===== config.mk =====
export PLATFORM = sky130hd
export DESIGN_NAME = uart_cmd_assembler
export DESIGN_NICKNAME = d
export VERILOG_FILES = /design/src/rtl/uart_cmd_assembler.sv
export SDC_FILE = /design/constraint.sdc
export NUM_CORES = 1
export LEC_CHECK = 0
export CAP_MARGIN = 10
export CORE_MARGIN = 2
export CORE_UTILIZATION = 45
export CTS_BUF_LIST = sky130_fd_sc_hd__clkbuf_8
export CTS_CLUSTER_SIZE = 40
export DETAILED_ROUTE_END_ITERATION = 12
export DONT_BUFFER_PORTS = 1
export HOLD_SLACK_MARGIN = 0.15
export PLACE_DENSITY = 0.59
export RECOVER_POWER = 100
export SLEW_MARGIN = 10
export SYNTH_ARGS = -nofsm -noshare
export SYNTH_HDL_FRONTEND = slang
export SYNTH_SLANG_ARGS = --single-unit

===== constraint.sdc =====
create_clock -name clk -period 8.2 [get_ports clk]
set_clock_uncertainty 0.1 [all_clocks]
set_input_delay 0.82 -clock clk [delete_from_list [all_inputs] [get_ports clk]]
set_output_delay 0.82 -clock clk [all_outputs]
set_load 0.01 [all_outputs]

===== src/rtl/uart_cmd_assembler.sv =====
// uart_cmd_assembler: frames SYNC/CMD/DHI/DLO/CHK packets from the UART rx
// byte stream, checks the additive checksum and inter-byte timeout.
module uart_cmd_assembler #(
    parameter logic [7:0] SYNC_BYTE  = 8'hA5,
    parameter int unsigned TMO_CYCLES = 65535
) (
    input  logic        clk,
    input  logic        rst_n,
    input  logic        rx_rdy,
    input  logic [7:0]  rx_data,
    output logic        rx_rdy_clr,
    input  logic        clr_cmd_rdy,
    output logic [7:0]  cmd,
    output logic [15:0] data,
    output logic        cmd_rdy,
    output logic        chk_err,
    output logic        tmo_err,
    output logic        ovr_err
);

    typedef enum logic [2:0] {
        S_IDLE,
        S_CMD,
        S_DHI,
        S_DLO,
        S_CHK
    } state_t;

    // Hit is detected the cycle before the counter would reach TMO_CYCLES,
    // so the pulse coincides with the counter reaching it.
    localparam logic [15:0] TMO_LAST = 16'(TMO_CYCLES - 1);

    state_t      state_q, state_d;
    logic [15:0] tmo_cnt_q, tmo_cnt_d;
    logic [7:0]  sum_q, sum_d;
    logic [7:0]  cmd_sh_q, cmd_sh_d;
    logic [7:0]  dhi_q, dhi_d;
    logic [7:0]  dlo_q, dlo_d;
    logic [7:0]  cmd_q, cmd_d;
    logic [15:0] data_q, data_d;
    logic        cmd_rdy_q, cmd_rdy_d;
    logic        rx_rdy_clr_q, rx_rdy_clr_d;
    logic        chk_err_q, chk_err_d;
    logic        tmo_err_q, tmo_err_d;
    logic        ovr_err_q, ovr_err_d;

    logic        accept;
    logic        good;
    logic        tmo_hit;
    logic [7:0]  chk_sum;

    // The cycle after an accept rx_rdy is still high but must be ignored.
    assign accept = rx_rdy & ~rx_rdy_clr_q;

    // Next-state, datapath and pulse generation.
    always_comb begin
        state_d      = state_q;
        sum_d        = sum_q;
        cmd_sh_d     = cmd_sh_q;
        dhi_d        = dhi_q;
        dlo_d        = dlo_q;
        cmd_d        = cmd_q;
        data_d       = data_q;
        cmd_rdy_d    = cmd_rdy_q;
        rx_rdy_clr_d = accept;
        chk_err_d    = 1'b0;
        tmo_err_d    = 1'b0;
        ovr_err_d    = 1'b0;
        good         = 1'b0;
        chk_sum      = sum_q + rx_data;
        tmo_hit      = (state_q != S_IDLE) && !accept && (tmo_cnt_q == TMO_LAST);

        if (state_q == S_IDLE || accept) begin
            tmo_cnt_d = 16'd0;
        end else begin
            tmo_cnt_d = tmo_cnt_q + 16'd1;
        end

        unique case (state_q)
            S_IDLE: begin
                if (accept && rx_data == SYNC_BYTE) state_d = S_CMD;
            end
            S_CMD: begin
                if (accept) begin
                    cmd_sh_d = rx_data;
                    sum_d    = rx_data;
                    state_d  = S_DHI;
                end
            end
            S_DHI: begin
                if (accept) begin
                    dhi_d   = rx_data;
                    sum_d   = chk_sum;
                    state_d = S_DLO;
                end
            end
            S_DLO: begin
                if (accept) begin
                    dlo_d   = rx_data;
                    sum_d   = chk_sum;
                    state_d = S_CHK;
                end
            end
            S_CHK: begin
                if (accept) begin
                    state_d = S_IDLE;
                    if (chk_sum == 8'd0) good = 1'b1;
                    else chk_err_d = 1'b1;
                end
            end
            default: state_d = S_IDLE;
        endcase

        if (tmo_hit) begin
            state_d   = S_IDLE;
            tmo_err_d = 1'b1;
            tmo_cnt_d = 16'd0;
        end

        if (good) begin
            cmd_d     = cmd_sh_q;
            data_d    = {dhi_q, dlo_q};
            cmd_rdy_d = 1'b1;
            ovr_err_d = cmd_rdy_q;
        end else if (clr_cmd_rdy) begin
            cmd_rdy_d = 1'b0;
        end
    end

    // State and output registers.
    always_ff @(posedge clk or negedge rst_n) begin
        if (!rst_n) begin
            state_q      <= S_IDLE;
            tmo_cnt_q    <= 16'd0;
            sum_q        <= 8'd0;
            cmd_sh_q     <= 8'd0;
            dhi_q        <= 8'd0;
            dlo_q        <= 8'd0;
            cmd_q        <= 8'd0;
            data_q       <= 16'd0;
            cmd_rdy_q    <= 1'b0;
            rx_rdy_clr_q <= 1'b0;
            chk_err_q    <= 1'b0;
            tmo_err_q    <= 1'b0;
            ovr_err_q    <= 1'b0;
        end else begin
            state_q      <= state_d;
            tmo_cnt_q    <= tmo_cnt_d;
            sum_q        <= sum_d;
            cmd_sh_q     <= cmd_sh_d;
            dhi_q        <= dhi_d;
            dlo_q        <= dlo_d;
            cmd_q        <= cmd_d;
            data_q       <= data_d;
            cmd_rdy_q    <= cmd_rdy_d;
            rx_rdy_clr_q <= rx_rdy_clr_d;
            chk_err_q    <= chk_err_d;
            tmo_err_q    <= tmo_err_d;
            ovr_err_q    <= ovr_err_d;
        end
    end

    assign rx_rdy_clr = rx_rdy_clr_q;
    assign cmd        = cmd_q;
    assign data       = data_q;
    assign cmd_rdy    = cmd_rdy_q;
    assign chk_err    = chk_err_q;
    assign tmo_err    = tmo_err_q;
    assign ovr_err    = ovr_err_q;

endmodule

==> results of run 1 <==
==> state kept, by name, summed over array words and instances (netlist names), 3 cells and up <==
signal / cells
cmd: 8
dhi_q: 8
cmd_sh_q: 8
sum_q: 8
state_q: 3
data: 16
tmo_cnt_q: 16
dlo_q: 8
==> repair_timing <==
action,CTS,global route
hold endpoints to repair,80,0
resized for setup,0,0
hold buffers,1,0
==> power by group through the flow <==
stage / registers [mW] / logic [mW] / clock network, mW
2_1_floorplan: 0.522 / 0.279 / 0
3_3_place_gp: 0.541 / 0.313 / 0
3_5_place_dp: 0.544 / 0.318 / 0
4_1_cts: 0.536 / 0.329 / 0.345
5_1_grt: 0.546 / 0.370 / 0.364
6_report: 0.533 / 0.323 / 0.334
==> worst min-delay path by stage <==
stage                               from              endpoint  slack, ps  depth (start not counted)
finish              dhi_q[1]$_DFFE_PN0P_  dhi_q[1]$_DFFE_PN0P_        380                          2
global route        dlo_q[7]$_DFFE_PN0P_   data[7]$_DFFE_PN0P_        420                          1
CTS                                rst_n   data[3]$_DFFE_PN0P_        250                          1
detailed placement  dhi_q[1]$_DFFE_PN0P_  dhi_q[1]$_DFFE_PN0P_        370                          2
global placement    dhi_q[1]$_DFFE_PN0P_  dhi_q[1]$_DFFE_PN0P_        360                          2
floorplan           dhi_q[1]$_DFFE_PN0P_  dhi_q[1]$_DFFE_PN0P_        350                          2
==> logic make-up (layout without fill, tap and decap cells) <==
kind of cell | count (synthesis) | in the layout | share of synthesized area
buffers and inverters | 24 | 30 | 0.0347
AOI/OAI and AO/OA | 38 | 38 | 0.0673
DFF | 80 | 80 | 0.533
xor gates and xnor gates | 17 | 17 | 0.0397
adders and majority gates | 10 | 10 | 0.0353
muxes | 49 | 49 | 0.166
and+or+nand+nor | 89 | 89 | 0.124
==> synthesized netlist by cell type, drive strengths merged, types with 2 or more instances <==
master	instances
inv	12
ha	9
and3	2
a21oi	8
dfrtp	80
and4	2
clkbuf	9
nor3b	4
a211oi	2
and2	3
xnor2	3
nor3	2
xor2	14
o22ai	2
o21ai	16
nor2	30
nand4	6
nand2	16
nor4b	3
nand3	8
nor2b	2
buf	3
or3	3
mux2	48
nand2b	4
==> cell type report <==
| class | instances | area (µm²) | share of cell area |
|---|---|---|---|
| clock buffers | 9 | 124 | 0.0312 |
| clock inverters | 7 | 110 | 0.0277 |
| inverters | 12 | 45.0 | 0.0113 |
| multi-input cells | 203 | 1550 | 0.391 |
| flip-flops and latches | 80 | 2000 | 0.504 |
| well taps | 105 | 131 | 0.0331 |
| repair buffers | 2 | 7.51 | 0.00189 |
==> per-stage QoR <==
step / util / cell area, µm²
2_1_floorplan: - / 3750
3_3_place_gp: 0.468 / 3810
3_5_place_dp: 0.468 / 3810
4_1_cts: 0.500 / 4070
5_1_grt: 0.488 / 3970
6_report: 0.488 / 3970
==> routing by layer <==
layer / GRT usage / part of all wire / up-vias
met5: 0 / 0 / -
met2: 0.256 / 0.45 / 48
met3: 0.0569 / 0.051 / 17
met1: 0.227 / 0.47 / 1113
li1: - / - / 1084
met4: 0.0773 / 0.026 / 0
==> summary.txt, run 1 <==
Status
  • Status: complete, but fails checks
  • Failing checks: capacitance limit, slew limit

Logic synthesis
  • Post-synth top area cell: dfrtp_1
  • Post-synth EDFFs: 0
  • Post-Syn Area: 0.00375 mm²
  • Top FF cell, synth: dfrtp_1
  • Register area share after synthesis: 0.533
  • Post-synthesis net count: 329
  • Post-synth cell types: 47
  • Syn. warnings: 0
  • Post-synth top area share: 0.533
  • Mapped Avg Cell Area: 12.2 µm²
  • Post-Syn Instances: 307
  • Synth async-reset ratio: 1.00
  • Register bit count reported by yosys: 80
  • Synth area leaders: dfrtp_1, mux2_2, mux2_4

Die
  • Initial core utilization: 0.462
  • Die width: 95.3 µm
  • Die height: 95.3 µm
  • Core Area: 0.00813 mm²
  • Die Area: 0.00909 mm²
  • Cell Rows: 33
  • Top Ports: 41

Finish
  • Filler cells: 727
  • Share of layout cells above drive strength 1: 0.163
  • Nets@finish: 330
  • Non-filler cells, final: 418
  • Most frequent cells in the layout: dfrtp_1, nor2_1, mux2_2
  • Inserted Diodes: 0
  • Commonest non-fill, non-tap cell in the layout: dfrtp_1
  • Synth-to-layout area growth: 5.76%

Detailed routing
  • Drt total wl: 6970 µm
  • 1st-pass router iterations: 4
  • Vias after detailed routing: 2262
  • Routed vias/inst: 5.41
  • DRC viols: 0
  • Initial DRC Count: 72
  • Drt wl/cell: 16.7 µm
  • Final ANT Viol Nets: 0

Power and ir drop
  • Cell-internal power: 0.808 mW
  • NetSw: 0.381 mW
  • Seq pwr share: 0.448
  • Sw Ratio: 0.321
  • Comb pwr share: 0.272
  • Leak: 1.85 nW
  • Tot Pwr: 1.19 mW
  • Worst VDD drop: 0.105 mV
  • Pwr dens: 300 mW/mm²
  • Clock share of power: 0.281

Global route
  • Tot GR Track Use: 0.172
  • Largest net degree at the start of global routing: 81
  • Vias in the first global route: 2275
  • First-pass GRT wire length: 11700 µm
  • Initial antenna violation count: 0
  • Grt total ovfl: 0

STA
  • Slew HR: -1.76
  • Setup violators final: 0
  • Top achievable clock speed: 232 MHz
  • Final Hold Viols: 0
  • Hold slack: 379 ps
  • Final Critical Period: 4320 ps
  • Setup TNS: 0 ps
  • RSZ-0062 raised after global routing: no
  • Final Slew Violations: 82
  • Post-route setup slack: 3880 ps
  • Fin crit share: 0.526
  • Worst-margin pin slew: 4140 ps

Setup path
  • Startpoint Class: input port
  • Worst Path Required: 7610 ps
  • Slowest stage delay, CP: 2860 ps
  • Crit path cell chain: clkbuf_1
  • Crit-path max FO: 80
  • Top delay family on crit path: buffers and inverters
  • Crit path capture type: asynchronous set/reset pin
  • Critical Path Start: rst_n
  • RR Endpoint: cmd[0]$_DFFE_PN0P_
  • Worst Path Arrival: 3720 ps
  • Buffers & Inverters on Critical Path: 1
  • Slowest cell on crit path: clkbuf_1
  • Reg-to-reg startpoint: sum_q[0]$_DFFE_PN0P_
  • R2R cell count: 10
  • Critical path class: input port to asynchronous set/reset pin
  • End point of the critical path: tmo_cnt_q[5]$_DFF_PN0_
  • Critical Path Stages: 1
  • Reg2Reg Setup Slack: 4520 ps

Hold path
  • Worst min-delay path class: register to register

CTS
  • TritonCTS clock tree: done
  • Max Buffers Root-to-Sink: 2
  • H-Tree Depth: 3
  • Clock sink count: 80
  • Worst-path clk slew: 90 ps
  • Post-CTS setup buffers: 0
  • Clock insertion delay at the later pin of the skew report: 360 ps
  • Clk root buf: clkbuf_8
  • Num CTS Buffers: 9

Placement
  • Post-placement cell count: 401
  • Port Buffers: 0
  • Gpl congestion: 0.794
  • Pre-CTS WS: 4750 ps
  • DPL Wire Length: 4690 µm

Run
  • Max cap viols: 2
Note: power is estimated with default switching activity, not from simulation.
==> run 2: changes to the inputs <==
Settings changed: ABC_AREA from default to 1, PLACE_DENSITY 0.59 to 0.61.
Clock period 8.2 ns to 3.5 ns, I/O delays scaled along.
==> summary.txt, run 2 <==
CTS
  • Clock sink count: 80 (unchanged)
  • TritonCTS clock tree: done (unchanged)
  • H-Tree Depth: 3 (unchanged)
  • Worst-path clk slew: 80 ps (was 90 ps)
  • Num CTS Buffers: 9 (unchanged)
  • Clk root buf: clkbuf_8 (unchanged)
  • Max Buffers Root-to-Sink: 2 (unchanged)
  • Clock insertion delay at the later pin of the skew report: 340 ps (was 360 ps)
  • Resize count post-CTS: 0 (unchanged)

STA
  • Final Hold Viols: 0 (unchanged)
  • Setup TNS: 0 ps (unchanged)
  • Post-route setup slack: 900 ps (was 3880 ps)
  • Top achievable clock speed: 385 MHz
  • Slew HR: -0.314 (was -1.76)
  • Setup violators final: 0 (unchanged)
  • Final Slew Violations: 81 (was 82)
  • RSZ-0062 raised after global routing: no (unchanged)
  • Final Critical Period: 2600 ps
  • Worst-margin pin slew: 1970 ps (was 4140 ps)
  • Fin crit share: 0.743

Logic synthesis
  • Synth Area in XOR/XNOR: 0.0174 (was 0.0397)
  • Post-Syn Area: 0.00404 mm² (was 0.00375 mm²)
  • Largest family of logic cells by synthesized area: simple AND/OR/NAND/NOR gates (was multiplexers)
  • Post-Syn Instances: 482 (was 307)
  • Post-synthesis net count: 504 (was 329)
  • Adder-cell area share of the yosys netlist: 0.0329 (was 0.0353)
  • Post-synthesis compound-gate area fraction: 0.0635 (was 0.0673)
  • Post-synth top area share: 0.496 (was 0.533)
  • Post-synthesis simple-gate area fraction: 0.323 (was 0.124)
  • Post-synth top area cell: dfrtp_1 (unchanged)
  • Synth area leaders: dfrtp_1, nand2_1, nand3_1 (was dfrtp_1, mux2_2, mux2_4)
  • Top FF cell, synth: dfrtp_1 (unchanged)
  • Synth async-reset ratio: 1.00 (unchanged)
  • Post-synth cell types: 35 (was 47)
  • Mapped Avg Cell Area: 8.37 µm² (was 12.2 µm²)
  • Register bit count reported by yosys: 80 (unchanged)
  • Post-synth EDFFs: 0 (unchanged)
  • Post-synthesis mux area share: 0 (was 0.166)
  • Syn. warnings: 0 (unchanged)
  • Register area share after synthesis: 0.496 (was 0.533)
  • Most common cell in the netlist: nand2_1 (was dfrtp_1)
  • Top post-synthesis cells by count: nand2_1, dfrtp_1, nand3_1 (was dfrtp_1, nor2_1, mux2_2)

Setup path
  • Startpoint Class: input port (unchanged)
  • Crit-path max FO: 16 (was 80)
  • Critical Path Start: rx_rdy (was rst_n)
  • Worst Path Arrival: 2670 ps (was 3720 ps)
  • Crit path capture type: register (was asynchronous set/reset pin)
  • Reg-to-reg startpoint: sum_q[0]$_DFFE_PN0P_ (unchanged)
  • Critical path class: input port to register (was input port to asynchronous set/reset pin)
  • Worst Path Required: 3570 ps (was 7610 ps)

Placement
  • Port Buffers: 0 (unchanged)
  • Pre-CTS WS: 986 ps (was 4750 ps)
  • Post-placement cell count: 579 (was 401)
  • DPL Wire Length: 5760 µm (was 4690 µm)
  • Gpl congestion: 0.920 (was 0.794)

Global route
  • Initial antenna violation count: 0 (unchanged)
  • Vias in the first global route: 3014 (was 2275)
  • First-pass GRT wire length: 14700 µm (was 11700 µm)
  • Grt total ovfl: 0 (unchanged)
  • Tot GR Track Use: 0.188 (was 0.172)
  • Largest net degree at the start of global routing: 81 (unchanged)

Status
  • Status: complete, but fails checks (unchanged)
  • Failing checks: capacitance limit, slew limit (unchanged)

Power and ir drop
  • Clock share of power: 0.241 (was 0.281)
  • Sw Ratio: 0.380 (was 0.321)
  • Seq pwr share: 0.410 (was 0.448)
  • Worst VDD drop: 0.312 mV (was 0.105 mV)
  • Pwr dens: 707 mW/mm² (was 300 mW/mm²)
  • Leak: 2.19 nW (was 1.85 nW)
  • Cell-internal power: 1.92 mW (was 0.808 mW)
  • NetSw: 1.18 mW (was 0.381 mW)
  • Comb pwr share: 0.349 (was 0.272)
  • Tot Pwr: 3.10 mW (was 1.19 mW)

Detailed routing
  • DRC viols: 0 (unchanged)
  • Final ANT Viol Nets: 0 (unchanged)
  • Routed vias/inst: 5.15 (was 5.41)
  • Initial DRC Count: 161 (was 72)
  • Vias after detailed routing: 3121 (was 2262)
  • Drt wl/cell: 13.9 µm (was 16.7 µm)
  • 1st-pass router iterations: 4 (unchanged)
  • Drt total wl: 8450 µm (was 6970 µm)

Die
  • Cell Rows: 34 (was 33)
  • Initial core utilization: 0.463 (was 0.462)
  • Die width: 98.7 µm (was 95.3 µm)
  • Die Area: 0.00974 mm² (was 0.00909 mm²)
  • Core Area: 0.00872 mm² (was 0.00813 mm²)
  • Top Ports: 41 (unchanged)
  • Die height: 98.7 µm (was 95.3 µm)

Finish
  • Commonest non-fill, non-tap cell in the layout: nand2_1 (was dfrtp_1)
  • Non-filler cells, final: 606 (was 418)
  • Nets@finish: 515 (was 330)
  • Inserted Diodes: 0 (unchanged)
  • Synth-to-layout area growth: 8.46% (was 5.76%)
  • Most frequent cells in the layout: nand2_1, dfrtp_1, nand3_1 (was dfrtp_1, nor2_1, mux2_2)
  • Share of layout cells above drive strength 1: 0.0944 (was 0.163)

Hold path
  • Worst Hold Launch: rx_data[1] (was dhi_q[1]$_DFFE_PN0P_)
  • Worst min-delay path class: input port to register (was register to register)

Run
  • Max cap viols: 1 (was 2)
## run 2: changes by cell type after synthesis, sizes merged, moves of 6 or more
cell,before,now
nor3,2,9
nor2,30,47
mux2,48,0
a31oi,1,8
o21ai,16,30
nand2,16,155
inv,12,45
buf,3,9
nand3,8,57
xor2,14,3
clkbuf,9,3
## run 2: worst paths after layout
| check | slack [ps] | endpoint | cells after the start |
|---|---|---|---|
| worst max register to register | 940 | cmd[1]$_DFFE_PN0P_ | 14 |
| worst min register to register | 390 | dhi_q[2]$_DFFE_PN0P_ | 2 |
| min in group asynchronous | 1010 | cmd_rdy$_DFFE_PN0P_ | 2 |
| max in group asynchronous | 1140 | tmo_cnt_q[11]$_DFF_PN0_ | 2 |
| worst min-delay path | 170 | sum_q[1]$_DFFE_PN0P_ | 4 |
| worst max-delay path | 900 | sum_q[1]$_DFFE_PN0P_ | 6 |
## run 2: cell families (layout without fill, tap and decap cells)
logic type,Yosys count,after routing
AO/OA/AOI/OAI,47,47
XOR/XNOR,8,8
adder cells (fa/ha/maj),10,10
buffers and inverters,59,75
flip-flops,80,80
AND/OR/NAND/NOR,278,278
## run 2: worst max-delay path, cell delays in order
cell	delay, ps
dlygate4sd3_1	550
inv_1	50
nor2_1	410
inv_1	260
nor2_1	840
o21ai_0	220
## run 2: metrics by stage
step | hold slack, ps | utilization | area (µm²)
4_1_cts | 164 | 0.508 | 4430
2_1_floorplan | -45.6 | - | 4040
6_report | 166 | 0.502 | 4380
3_3_place_gp | -42.6 | 0.468 | 4090
3_5_place_dp | -42.8 | 0.468 | 4090
5_1_grt | 164 | 0.502 | 4380
## run 2: layer usage
| layer | GRT usage | wire [µm] | part of all wire | up-vias |
|---|---|---|---|---|
| met2 | 0.294 | 4050 | 0.48 | 53 |
| met3 | 0.0376 | 311 | 0.037 | 2 |
| li1 | - | - | - | 1566 |
| met1 | 0.261 | 4040 | 0.48 | 1500 |
| met4 | 0.0685 | 55 | 0.0065 | 0 |
| met5 | 0 | 0 | 0 | - |
## run 2: cell type report
cell class	count	area (µm²)
sequential	80	2000
timing repair buffer	12	113
tap	108	135
multi-input combinational	343	1730
clock inverter	7	96.3
clock buffer	9	124
inverter	47	176
fill	860	4340
## run 2: power by group through the flow
stage               registers [mW]  clock network (mW)  logic, mW
global placement              1.28                   0       1.05
floorplan                     1.25                   0      0.916
CTS                           1.27               0.771       1.10
finish                        1.27               0.746       1.08
global route                  1.30               0.813       1.26
detailed placement            1.29                   0       1.07
## run 2: repair_timing
item                      in CTS  in global routing
hold buffers                  11                  0
buffers inserted               0                  0
hold endpoints to repair     100                  0
==> run 3: changes to the inputs <==
Clock period 3.5 ns to 2.1 ns, I/O delays scaled along.
==> summary.txt, run 3 (synthesis results as in run 2) <==
Finish
  • Most frequent cells in the layout: nand2_1, dfrtp_1, nand3_1 (unchanged)
  • Fin area: 0.00463 mm² (was 0.00438 mm²)
  • Nets@finish: 529 (was 515)
  • Inserted Diodes: 0 (unchanged)
  • Synth-to-layout area growth: 14.7% (was 8.46%)
  • Share of layout cells above drive strength 1: 0.162 (was 0.0944)
  • Non-filler cells, final: 619 (was 606)
  • Commonest non-fill, non-tap cell in the layout: nand2_1 (unchanged)
  • Utilization after layout: 0.531 (was 0.502)

Global route
  • Tot GR Track Use: 0.183 (was 0.188)
  • First-pass GRT wire length: 14400 µm (was 14700 µm)
  • M3 GR Usage: 0.0376 (unchanged)
  • Initial antenna violation count: 0 (unchanged)
  • GRT met2 Usage: 0.300 (was 0.294)
  • Largest net degree at the start of global routing: 81 (unchanged)
  • Grt total ovfl: 0 (unchanged)
  • GR Layer Usage met1: 0.247 (was 0.261)
  • Vias in the first global route: 3015 (was 3014)
  • Global route hottest layer: met2 (unchanged)

Power and ir drop
  • Seq pwr share: 0.400 (was 0.410)
  • Clock share of power: 0.228 (was 0.241)
  • Sw Ratio: 0.378 (was 0.380)
  • Pwr dens: 1150 mW/mm² (was 707 mW/mm²)
  • Leak: 2.27 nW (was 2.19 nW)
  • NetSw: 2.01 mW (was 1.18 mW)
  • Cell-internal power: 3.31 mW (was 1.92 mW)
  • Comb pwr share: 0.372 (was 0.349)
  • Worst VDD drop: 0.551 mV (was 0.312 mV)

Detailed routing
  • Drt wl/cell: 14.1 µm (was 13.9 µm)
  • Vias after detailed routing: 3187 (was 3121)
  • DRC viols: 0 (unchanged)
  • Routed vias/inst: 5.15 (about the same)
  • Final ANT Viol Nets: 0 (unchanged)
  • 1st-pass router iterations: 4 (unchanged)
  • Initial DRC Count: 173 (was 161)
  • Drt total wl: 8700 µm (was 8450 µm)

STA
  • Post-route setup slack: -180 ps (was 900 ps)
  • Final Slew Violations: 0 (was 81)
  • Slew HR: 0.620 (was -0.314)
  • Top achievable clock speed: 439 MHz
  • Setup violators final: 27 (was 0)
  • Worst-margin pin slew: 567 ps (was 1970 ps)
  • Fin crit share: 1.09
  • Hold slack: -546 ps (was 166 ps)
  • Final Hold Viols: 80 (was 0)
  • Final Critical Period: 2280 ps
  • RSZ-0062 raised after global routing: yes (was no)

Setup path
  • Critical path class: register to register (was input port to register)
  • Slowest stage delay, CP: 550 ps (was 840 ps)
  • Slowest cell on crit path: fa_2 (was nor2_1)
  • Crit path capture type: register (unchanged)
  • Startpoint Class: register (was input port)
  • Crit-path max FO: 6 (was 16)
  • Buffers & Inverters on Critical Path: 2 (was 3)
  • Worst Path Arrival: 2460 ps (was 2670 ps)
  • Crit path cell chain: ha_2 -> inv_2 -> fa_2 -> nand2_2 -> nor2_4 -> nand3_2 -> nor2_4 -> nand2_2 -> nor2_4 -> clkbuf_16 -> nand3_1 -> nand2_1 (was dlygate4sd3_1 -> inv_1 -> nor2_1 -> inv_1 -> nor2_1 -> o21ai_0)
  • Worst Path Required: 2280 ps (was 3570 ps)
  • Top delay family on crit path: simple AND/OR/NAND/NOR gates (unchanged)
  • Crit-path most repeated cell: nor2_4

CTS
  • TritonCTS clock tree: done (unchanged)
  • Max Buffers Root-to-Sink: 2 (unchanged)
  • Worst-path clk slew: 80 ps (about the same)
  • Clock sink count: 80 (unchanged)
  • Num CTS Buffers: 9 (unchanged)
  • Clk root buf: clkbuf_8 (unchanged)
  • Clock insertion delay at the later pin of the skew report: 340 ps (about the same)
  • H-Tree Depth: 3 (unchanged)

Die
  • Die width: 98.7 µm (unchanged)
  • Die Area: 0.00974 mm² (unchanged)
  • Top Ports: 41 (unchanged)
  • Die height: 98.7 µm (unchanged)
  • Core Area: 0.00872 mm² (unchanged)
  • Initial core utilization: 0.463 (unchanged)
  • Cell Rows: 34 (unchanged)

Placement
  • Gpl congestion: 0.923 (was 0.920)
  • Port Buffers: 0 (unchanged)
  • Area post-placement: 0.00419 mm² (was 0.00409 mm²)
  • Post-placement cell count: 590 (was 579)
  • DPL Wire Length: 5930 µm (was 5760 µm)
  • Pre-CTS WS: -183 ps (was 986 ps)

Hold path
  • Worst min-delay path class: input port to asynchronous set/reset pin (was input port to register)

Status
  • Failing checks: hold timing, setup timing (was capacitance limit, slew limit)
  • Status: complete, but fails checks (unchanged)

Run
  • Max cap viols: 0 (was 1)
[run 3: cell count changes in the layout (fill, tap and decap cells not counted), moves of 3 or more]
cell,before,now
nand3_2,3,10
nor2_2,6,9
nand2_1,142,135
buf_4,1,9
nand2_2,11,18
nand3_1,53,44
nor2_1,38,34
[run 3: worst reg2reg max path: stages, from the launching register on]
cell	delay, ps
dfrtp_1	360
ha_2	190
inv_2	40
fa_2	550
nand2_2	70
nor2_4	120
nand3_2	100
nor2_4	100
nand2_2	70
nor2_4	190
clkbuf_16	200
nand3_1	70
nand2_1	70
[run 3: worst paths after layout]
kind / startpoint / slack [ps] / cells past startpoint / to
setup / recovery: sum_q[0]$_DFFE_PN0P_ / -180 / 12 / data[3]$_DFFE_PN0P_
hold / removal: rst_n / -550 / 0 / data[10]$_DFFE_PN0P_
setup reg to reg: sum_q[0]$_DFFE_PN0P_ / -180 / 12 / data[3]$_DFFE_PN0P_
hold reg to reg: cmd_sh_q[4]$_DFFE_PN0P_ / 390 / 2 / cmd_sh_q[4]$_DFFE_PN0P_
max in group asynchronous: rst_n / 2330 / 0 / cmd_sh_q[7]$_DFFE_PN0P_
min in group clk: rx_data[0] / 170 / 3 / sum_q[0]$_DFFE_PN0P_
[run 3: layout make-up]
type	instances	area (µm²)
multi-input cells	343	1830
well taps	108	135
fillers	814	4090
inverters	47	176
clock buffers	9	124
flip-flops and latches	80	2000
clock inverters	6	86.3
repair buffers	26	272
[run 3: what timing repair did]
item,4_1_cts,5_1_grt
endpoints found under the setup margin,27,34
setup buffers,0,0
pin swaps,1,5
gates resized for setup,4,18
hold endpoints to repair,116,81
hold buffers,11,1
cloned,0,2
[run 3: metal layers]
| metal | routed length [µm] | share of wire |
|---|---|---|
| met5 | 0 | 0 |
| met1 | 4130 | 0.47 |
| met4 | 49 | 0.0056 |
| met2 | 4200 | 0.48 |
| met3 | 328 | 0.038 |
[run 3: metrics by stage]
step,setup TNS [ps],power (mW)
floorplan,0,3.60
global placement,-2550,3.97
detailed placement,-4330,4.02
CTS,-3180,5.28
global route,-8560,5.74
finish,-3730,5.32
[run 3: power groups by stage]
stage	Sequential [mW]	Combinational, mW	Clock, mW
after global placement	2.13	1.84	0
after CTS	2.11	1.92	1.25
after global routing	2.18	2.26	1.31
after detailed placement	2.14	1.88	0
after floorplan	2.08	1.53	0
final	2.13	1.98	1.21
